**config.mk**
```make
export PLATFORM = sky130hd
export DESIGN_NAME = alu_regfile
export DESIGN_NICKNAME = d
export VERILOG_FILES = /design/src/rtl/cpu_pkg.sv /design/src/rtl/rf_bypass.sv /design/src/rtl/alu_regfile.sv
export SDC_FILE = /design/constraint.sdc
export NUM_CORES = 1
export LEC_CHECK = 0
export CAP_MARGIN = 20
export CORE_ASPECT_RATIO = 0.7
export CORE_MARGIN = 5
export CORE_UTILIZATION = 28
export CTS_CLUSTER_DIAMETER = 120
export DETAILED_ROUTE_END_ITERATION = 12
export DONT_BUFFER_PORTS = 1
export HOLD_SLACK_MARGIN = 0.05
export PLACE_DENSITY = 0.42
export SLEW_MARGIN = 20
export SYNTH_ARGS = -nofsm -noshare
export SYNTH_HDL_FRONTEND = slang
export SYNTH_HIERARCHICAL = 1
export SYNTH_SLANG_ARGS = --single-unit
```
**constraint.sdc**
```tcl
create_clock -name clk -period 3 [get_ports clk]
set_input_delay 0.6 -clock clk [delete_from_list [all_inputs] [get_ports clk]]
set_output_delay 0.6 -clock clk [all_outputs]
set_load 0.1 [all_outputs]
```
**src/rtl/cpu_pkg.sv**
```systemverilog
// rtl/cpu_pkg.sv - shared CPU datapath widths and types
package cpu_pkg;

    localparam int W     = 32;
    localparam int NREGS = 16;

    typedef logic [3:0] reg_sel_t;

    typedef struct packed {
        logic z;
        logic c;
        logic n;
    } flags_t;

endpackage

```
**src/rtl/rf_bypass.sv**
```systemverilog
// rtl/rf_bypass.sv - register file read mux with write-back bypass
module rf_bypass #(
    parameter int W    = 32,
    parameter int SELW = 4
) (
    input  logic [SELW-1:0] sel_i,
    input  logic            wb_valid_i,
    input  logic [SELW-1:0] wb_sel_i,
    input  logic [W-1:0]    wb_data_i,
    input  logic            wbq_valid_i,
    input  logic [SELW-1:0] wbq_sel_i,
    input  logic [W-1:0]    wbq_data_i,
    input  logic [W-1:0]    reg_data_i,
    output logic [W-1:0]    data_o
);

    // r0 wins over any bypass so writes to it are never visible
    always_comb begin
        data_o = reg_data_i;
        if (sel_i == '0) begin
            data_o = '0;
        end else if (wb_valid_i && (wb_sel_i == sel_i)) begin
            data_o = wb_data_i;
        end else if (wbq_valid_i && (wbq_sel_i == sel_i)) begin
            data_o = wbq_data_i;
        end
    end

endmodule

```
**src/rtl/alu_regfile.sv**
```systemverilog
// rtl/alu_regfile.sv - ALU operand register file, write-back stage and flags
module alu_regfile #(
    parameter int NREGS = 16,
    parameter int W     = 32,
    parameter int SELW  = $clog2(NREGS)
) (
    input  logic            clk,
    input  logic            rst,
    input  logic [SELW-1:0] rd_a_sel,
    input  logic [SELW-1:0] rd_b_sel,
    output logic [W-1:0]    arg_a,
    output logic [W-1:0]    arg_b,
    input  logic            wb_valid,
    input  logic [SELW-1:0] wb_sel,
    input  logic [W-1:0]    wb_data,
    input  logic            flags_we,
    input  logic            z_in,
    input  logic            c_in,
    input  logic            n_in,
    output logic            flag_z,
    output logic            flag_c,
    output logic            flag_n,
    output logic            carry_out
);

    import cpu_pkg::*;

    logic [W-1:0]    regs_q [NREGS];
    logic            wbq_valid_q, wbq_valid_d;
    logic [SELW-1:0] wbq_sel_q, wbq_sel_d;
    logic [W-1:0]    wbq_data_q, wbq_data_d;
    flags_t          flags_q, flags_d;

    always_comb begin
        wbq_valid_d = wb_valid;
        wbq_sel_d   = wbq_sel_q;
        wbq_data_d  = wbq_data_q;
        flags_d     = flags_q;
        if (wb_valid) begin
            wbq_sel_d  = wb_sel;
            wbq_data_d = wb_data;
        end
        if (flags_we) begin
            flags_d = '{z: z_in, c: c_in, n: n_in};
        end
    end

    // Commit of the older write and capture of the newer one share an edge
    always_ff @(posedge clk) begin
        if (rst) begin
            for (int i = 0; i < NREGS; i++) begin
                regs_q[i] <= '0;
            end
            wbq_valid_q <= 1'b0;
            wbq_sel_q   <= '0;
            wbq_data_q  <= '0;
            flags_q     <= '0;
        end else begin
            if (wbq_valid_q && (wbq_sel_q != '0)) begin
                regs_q[wbq_sel_q] <= wbq_data_q;
            end
            wbq_valid_q <= wbq_valid_d;
            wbq_sel_q   <= wbq_sel_d;
            wbq_data_q  <= wbq_data_d;
            flags_q     <= flags_d;
        end
    end

    rf_bypass #(.W(W), .SELW(SELW)) u_bypass_a (
        .sel_i       (rd_a_sel),
        .wb_valid_i  (wb_valid),
        .wb_sel_i    (wb_sel),
        .wb_data_i   (wb_data),
        .wbq_valid_i (wbq_valid_q),
        .wbq_sel_i   (wbq_sel_q),
        .wbq_data_i  (wbq_data_q),
        .reg_data_i  (regs_q[rd_a_sel]),
        .data_o      (arg_a)
    );

    rf_bypass #(.W(W), .SELW(SELW)) u_bypass_b (
        .sel_i       (rd_b_sel),
        .wb_valid_i  (wb_valid),
        .wb_sel_i    (wb_sel),
        .wb_data_i   (wb_data),
        .wbq_valid_i (wbq_valid_q),
        .wbq_sel_i   (wbq_sel_q),
        .wbq_data_i  (wbq_data_q),
        .reg_data_i  (regs_q[rd_b_sel]),
        .data_o      (arg_b)
    );

    assign flag_z    = flags_q.z;
    assign flag_c    = flags_q.c;
    assign flag_n    = flags_q.n;
    assign carry_out = flags_q.c;

endmodule
```
==> impl_metrics.ini, run 1 <==
[worst_setup_path]
critPathArrivalTime_ns = 2.45
ordered_cell_list_for_the_critical_path = mux4_2, a22oi_2, nand2_1, o21ai_2, a31oi_4, buf_12
crit_path_max_fanout = 132
critPathSlowestCell = sky130_fd_sc_hd__mux4_2
cp_data_required_time_ns = 2.40
startpoint_type = primary input
r2r-start = wbq_sel_q[2]
kind_of_end_point_of_the_critical_path = primary output
crit_path_start = rd_a_sel[0]
timing.setup.critical_path_class = primary input to primary output
rrSetupSlack_ns = 0.80
cpPeakStageDelay_ns = 0.69

[place]
io_buffers = 0
gpl.final_weighted_congestion = 0.759
dp_hpwl_um = 66600
placement.cell_area_sq_um = 34400

[floorplanning]
die_width_um = 400
pin_count = 119
initial_core_util_pct = 28.1
fp.dieArea_sq_um = 113000
floorplan.core_area_sq_um = 106000
placementRows = 100
dieHeight_um = 283

[grt]
met2_usage_pct = 32.0
grtUsageTotal_pct = 20.1
groute.layer.met1.usage_pct = 27.7
number_of_global_route_vias_before_repair = 20897
antenna_found_initial = 11
grt_use_met3_pct = 3.94
largest_net_degree_at_the_start_of_global_routing = 133
gr-total-overflow = 0
global_route_wire_length_before_repair_um = 164000
busiest_layer = met2

[cts]
tritoncts.num_buffers = 61
insertion_delay_ns = 0.66
cts_root_buffer = sky130_fd_sc_hd__clkbuf_16
max-clock-path-buffers = 3
cts-htree-levels = 2
clkTransAtPathRegs_ns = 0.06
clock_sinks = 552
cts_tree = yes

[logic_synthesis]
ys_seq_elements = 552
synth_edf_count = 512
ys.warnings.count = 6
syn_avg_cell_area_sq_um = 14.0
yosysSeqAreaShare_pct = 54.2
synthesis.instances = 2132
yosysUniqueCellTypes = 36
async_flop_share_pct = 0
synth_cell_area_sq_um = 29900
yosys_most_used_dff = sky130_fd_sc_hd__edfxtp_1

[sta]
finClkSkew_ns = 0.0295
slew-limit-headroom_pct = 32.6
tightest_slew_ns = 1.01
max_clock_freq_ghz = 0.328
setup_repair_after_global_routing_missed_its_margin = true
final-max-slew-violation-count = 0
timing.final.hold_violations = 0
period_share_pct = 102
period_minus_slack_ns = 3.05
final_critical_path_setup_slack_ns = -0.0508
setup_viol = 3

[finish]
final_util_pct = 35.3
most_frequent_standard_cell_in_the_layout_excluding_fill_and_tap_cells = sky130_fd_sc_hd__edfxtp_1
design_area_sq_um = 37500
layout-drive-gt1-share_pct = 35.1
fillers = 10157
mostFrequentLayoutCells = sky130_fd_sc_hd__edfxtp_1 (512), sky130_fd_sc_hd__and2_1 (480), sky130_fd_sc_hd__mux4_2 (256), sky130_fd_sc_hd__buf_12 (108), sky130_fd_sc_hd__buf_4 (81)
area.growth.synth_to_final_pct = 25.5
finalNetCount = 2252

[power_and_ir_drop]
ir_worst_vdd_mv = 0.421
static-leakage-power_nw = 12.8
power_per_cell_area_nw_per_um2 = 547

[routing]
antenna_left = 0
vias_per_cell = 5.48
wirelength_um = 118000
drc_errors = 0
drt_first_pass_iters = 5
first_iter_violations = 2191
detail_route.wl_per_cell_um = 32.1
via_total_after_detailed_routing = 20183

[min_path]
min_from = wb_data[4]
worst_hold_path_class = primary input to flop

[outcome]
status = finished with violations
violations_in_the_final_reports = negative setup slack

[job]
maxCapViolCount = 0
## layout make-up
cell class              count  area (sq um)  area share [%]
well taps                1428          1790            4.77
multi-input cells        1372         14500            38.6
flip-flops and latches    552         16200            43.2
clock buffers              77          1640            4.37
repair buffers            212          3060            8.16
clock inverters            37           305           0.815
inverters                   2          7.51          0.0200
diodes                      3          7.51          0.0200
## stage by stage
step | setup TNS, ns | hold WS, ns | worst slack (ns) | total power [mW] | instances
final | -0.123 | 0.0966 | -0.0508 | 20.5 | 3683
after detailed placement | -0.111 | 0.519 | -0.111 | 12.8 | 3535
after global placement | -0.0990 | 0.512 | -0.0956 | 12.8 | 3535
after CTS | -0.823 | 0.0501 | -0.0590 | 20.6 | 3672
after floorplan | -1.67 | 0.552 | -0.183 | 11.5 | 2163
after global routing | -0.966 | 0.0750 | -0.0792 | 21.1 | 3681
## metal layers
layer	wire length [um]	vias to the layer above	part of all wire, %
met5	282	-	0.24
met4	4140	4	3.5
met3	7860	179	6.6
met2	54700	802	46
met1	51200	10724	43
li1	-	8474	-
## cell usage after synthesis, drive strengths merged, types with 3 or more instances
cell type | instances | share of area, %
edfxtp | 512 | 51
mux4 | 256 | 19
nand2b | 6 | 0.13
o21ai | 64 | 1.1
xnor2 | 8 | 0.23
nor3 | 3 | 0.050
dfxtp | 40 | 2.7
a31oi | 64 | 1.3
or2 | 17 | 0.36
nand2 | 67 | 0.84
nor2 | 53 | 0.74
buf | 68 | 1.3
nor2b | 9 | 0.19
clkbuf | 169 | 2.2
and2 | 482 | 10
o31ai | 64 | 1.6
nand4 | 64 | 1.3
mux2i | 39 | 1.3
a22oi | 128 | 3.2
## sequential cells by signal, summed over array words and instances (netlist names)
name and count:
flag_z 1, flag_n 1, regs_q 512, wbq_valid_q 1
wbq_sel_q 4, wbq_data_q 32, carry_out 1
## power breakdown
part | switching [mW] | leakage, nW | internal [mW]
Sequential | 0.244 | 5.58 | 8.70
Clock | 3.32 | 0.955 | 4.19
Combinational | 2.43 | 6.26 | 1.61
Total | 6.00 | 12.8 | 14.5
## timing repair
action                                 CTS  global route
buffers inserted                         5             5
setup endpoints to repair               64            55
resized for setup                      164            60
gates cloned                             0             3
pin swaps                               28            44
hold buffers                            18             0
endpoints found under the hold margin   43             0
## worst paths after layout
kind	to	cells past startpoint
setup / recovery	arg_a[15]	6
hold / removal	wbq_data_q[4]	2
setup reg to reg	regs_q[9][27]	5
hold reg to reg	wbq_data_q[24]	2
## worst max-delay path, delay by kind of cell
family / cells / cell delay [ns]
multiplexers: 1 / 0.69
AO/OA/AOI/OAI: 3 / 0.54
buffers and inverters: 1 / 0.18
AND/OR/NAND/NOR: 1 / 0.10
## cell families after synthesis
kind of cell	synth area share [%]
compound gates	7.37
simple gates	14.0
mux	20.6
buf+inv	3.52
flops	54.2
xor+xnor	0.293
other cells	0.0126
Power figures use the tool's default switching activity.
==> inputs of run 2 (changes only) <==
--- a/config.mk
+++ b/config.mk
@@ -12,7 +12,7 @@
 export CTS_CLUSTER_DIAMETER = 120
 export DETAILED_ROUTE_END_ITERATION = 12
 export DONT_BUFFER_PORTS = 1
-export HOLD_SLACK_MARGIN = 0.05
+export HOLD_SLACK_MARGIN = 0.03
 export PLACE_DENSITY = 0.42
 export SLEW_MARGIN = 20
 export SYNTH_ARGS = -nofsm -noshare
==> run 2 against run 1 <==
Compared with the run above:
- the flow still finishes with violations (negative setup slack)
- sequential share of layout area up 0.19 points
- worst hold slack worse by 0.0080 ns
- die area unchanged
- power fell by 0.22%
- sequential power about the same
- cell area fell by 0.43%
- fmax increased by 1.4%
- core utilization down 0.15 points
- largest cell class unchanged
- flip-flop and latch count unchanged
- clock power barely moved
- critical endpoint is now arg_b[4]
- worst setup slack improved by 0.042 ns
==> impl_metrics.ini, run 2 (synthesized netlist as in run 1, its figures left out) <==
[worst_setup_path]
rr_endpoint = regs_q[9][27]
timing.setup.critical_path_class = flop to primary output
kind_of_end_point_of_the_critical_path = primary output
cp_data_required_time_ns = 2.40
startpoint_type = flop
rr_worst_depth = 5
critPathArrivalTime_ns = 2.41
rrSetupSlack_ns = 0.81
crit_path_max_fanout = 4
r2r-start = wbq_sel_q[2]

[power_and_ir_drop]
power_per_cell_area_nw_per_um2 = 548
power.net_switching_mw = 5.97
power.share.sequential_pct = 43.7
ir_worst_vdd_mv = 0.421
swShare_pct = 29.2
static-leakage-power_nw = 12.7
p_clk_share_pct = 36.7
cell_internal_power_dissipation_mw = 14.5
combPwrFrac_pct = 19.5

[routing]
antenna_left = 0
via_total_after_detailed_routing = 20099
first_iter_violations = 2054
drt_first_pass_iters = 5
drc_errors = 0
wirelength_um = 117000
detail_route.wl_per_cell_um = 31.8
vias_per_cell = 5.48

[grt]
grtUsageTotal_pct = 19.9
number_of_global_route_vias_before_repair = 20848
antenna_found_initial = 9
largest_net_degree_at_the_start_of_global_routing = 133
gr-total-overflow = 0
global_route_wire_length_before_repair_um = 163000

[sta]
tightest_slew_ns = 1.01
setup_viol = 1
max_clock_freq_ghz = 0.332
period_share_pct = 100
period_minus_slack_ns = 3.01
timing.final.hold_violations = 0
final-max-slew-violation-count = 0
finClkSkew_ns = 0.0267
finalSetupTns_ns = -0.00898
slew-limit-headroom_pct = 32.6
final_critical_path_setup_slack_ns = -0.00898
setup_repair_after_global_routing_missed_its_margin = true

[floorplanning]
pin_count = 119
placementRows = 100
floorplan.core_area_sq_um = 106000
dieHeight_um = 283
die_width_um = 400
initial_core_util_pct = 28.1
fp.dieArea_sq_um = 113000

[finish]
layout_top_registers = regs_q (512), wbq_data_q (32), wbq_sel_q (4)
registers.top_by_ff_count = regs_q
most_frequent_standard_cell_in_the_layout_excluding_fill_and_tap_cells = sky130_fd_sc_hd__edfxtp_1
multi_input_area_sq_um = 14500
layout.cells.non_filler = 3667
final-seq-area_sq_um = 16200
largest_register_ffs = 512
finalNetCount = 2237
layout-drive-gt1-share_pct = 35.3
mostFrequentLayoutCells = sky130_fd_sc_hd__edfxtp_1 (512), sky130_fd_sc_hd__and2_1 (480), sky130_fd_sc_hd__mux4_2 (256), sky130_fd_sc_hd__buf_12 (107), sky130_fd_sc_hd__buf_4 (81)
fillers = 10172
area.growth.synth_to_final_pct = 24.9

[place]
placed_cells = 3535
dp_hpwl_um = 66600
gpl.final_weighted_congestion = 0.759
io_buffers = 0

[outcome]
violations_in_the_final_reports = negative setup slack
status = finished with violations

[min_path]
hold-path-endpoint = regs_q[0][27]
min_from = rst
worst_hold_path_class = primary input to flop
hold-path-cell-count = 0

[cts]
clock_sinks = 552
clkTransAtPathRegs_ns = 0.06
tritoncts.num_buffers = 61
cts-htree-levels = 2
cts_root_buffer = sky130_fd_sc_hd__clkbuf_16
cts_tree = yes
max-clock-path-buffers = 3
insertion_delay_ns = 0.67

[job]
maxCapViolCount = 0
-- run 2: worst max-delay path, cell delays in order, from the launching register on --
cell and delay [ns]:
sky130_fd_sc_hd__dfxtp_4 0.39, sky130_fd_sc_hd__xnor2_4 0.19, sky130_fd_sc_hd__and3_4 0.27, sky130_fd_sc_hd__buf_12 0.14
sky130_fd_sc_hd__nand4_1 0.25, sky130_fd_sc_hd__a31oi_4 0.31, sky130_fd_sc_hd__buf_12 0.20
-- run 2: repair_timing --
item,4_1_cts,5_1_grt
hold buffers,3,0
endpoints found under the hold margin,32,0
setup endpoints to repair,64,54
gates resized for setup,164,60
cloned,0,3
setup buffers,5,5
pin swaps,28,43
-- run 2: worst max path at each step --
stage | from | to | slack (ns)
final | wbq_sel_q[2] | arg_b[4] | -0.009
after global routing | wbq_sel_q[3] | arg_a[19] | -0.08
after CTS | wbq_sel_q[0] | arg_b[9] | -0.06
after detailed placement | rd_b_sel[1] | arg_b[30] | -0.11
after global placement | rd_b_sel[1] | arg_b[30] | -0.1
after floorplan | rd_a_sel[1] | arg_a[5] | -0.18
-- run 2: metrics by stage --
step	total power, mW	util (%)	hold slack (ns)	instance area [sq um]	setup WS [ns]
2_1_floorplan	11.5	-	0.552	30900	-0.183
3_3_place_gp	12.8	32.4	0.512	34400	-0.0956
3_5_place_dp	12.8	32.4	0.519	34400	-0.111
4_1_cts	20.5	34.8	0.0301	36900	-0.0590
5_1_grt	21.0	35.2	0.0522	37300	-0.0792
6_report	20.5	35.2	0.0887	37300	-0.00898
-- run 2: cell type report --
type | count | share of cell area [%]
flip-flops and latches | 552 | 43.4
multi-input cells | 1372 | 38.8
repair buffers | 197 | 7.76
well taps | 1428 | 4.79
clock buffers | 77 | 4.39
clock inverters | 37 | 0.818
inverters | 2 | 0.0201
diodes | 2 | 0.0134
-- run 2: power groups by stage --
stage / registers [mW] / logic [mW] / clock network [mW]
after detailed placement: 9.10 / 3.73 / 0
after floorplan: 8.99 / 2.51 / 0
final: 8.94 / 4.00 / 7.52
after CTS: 8.94 / 3.90 / 7.69
after global routing: 8.98 / 4.12 / 7.95
after global placement: 9.08 / 3.72 / 0
-- run 2: routing by layer --
metal  global-route usage [%]  vias up  part of all wire [%]
li1                         -     8438                     -
met1                     27.4    10650                    43
met2                     31.9      827                    47
met3                     3.79      184                   7.1
met4                     6.25        0                   3.3
met5                        0        -                     0
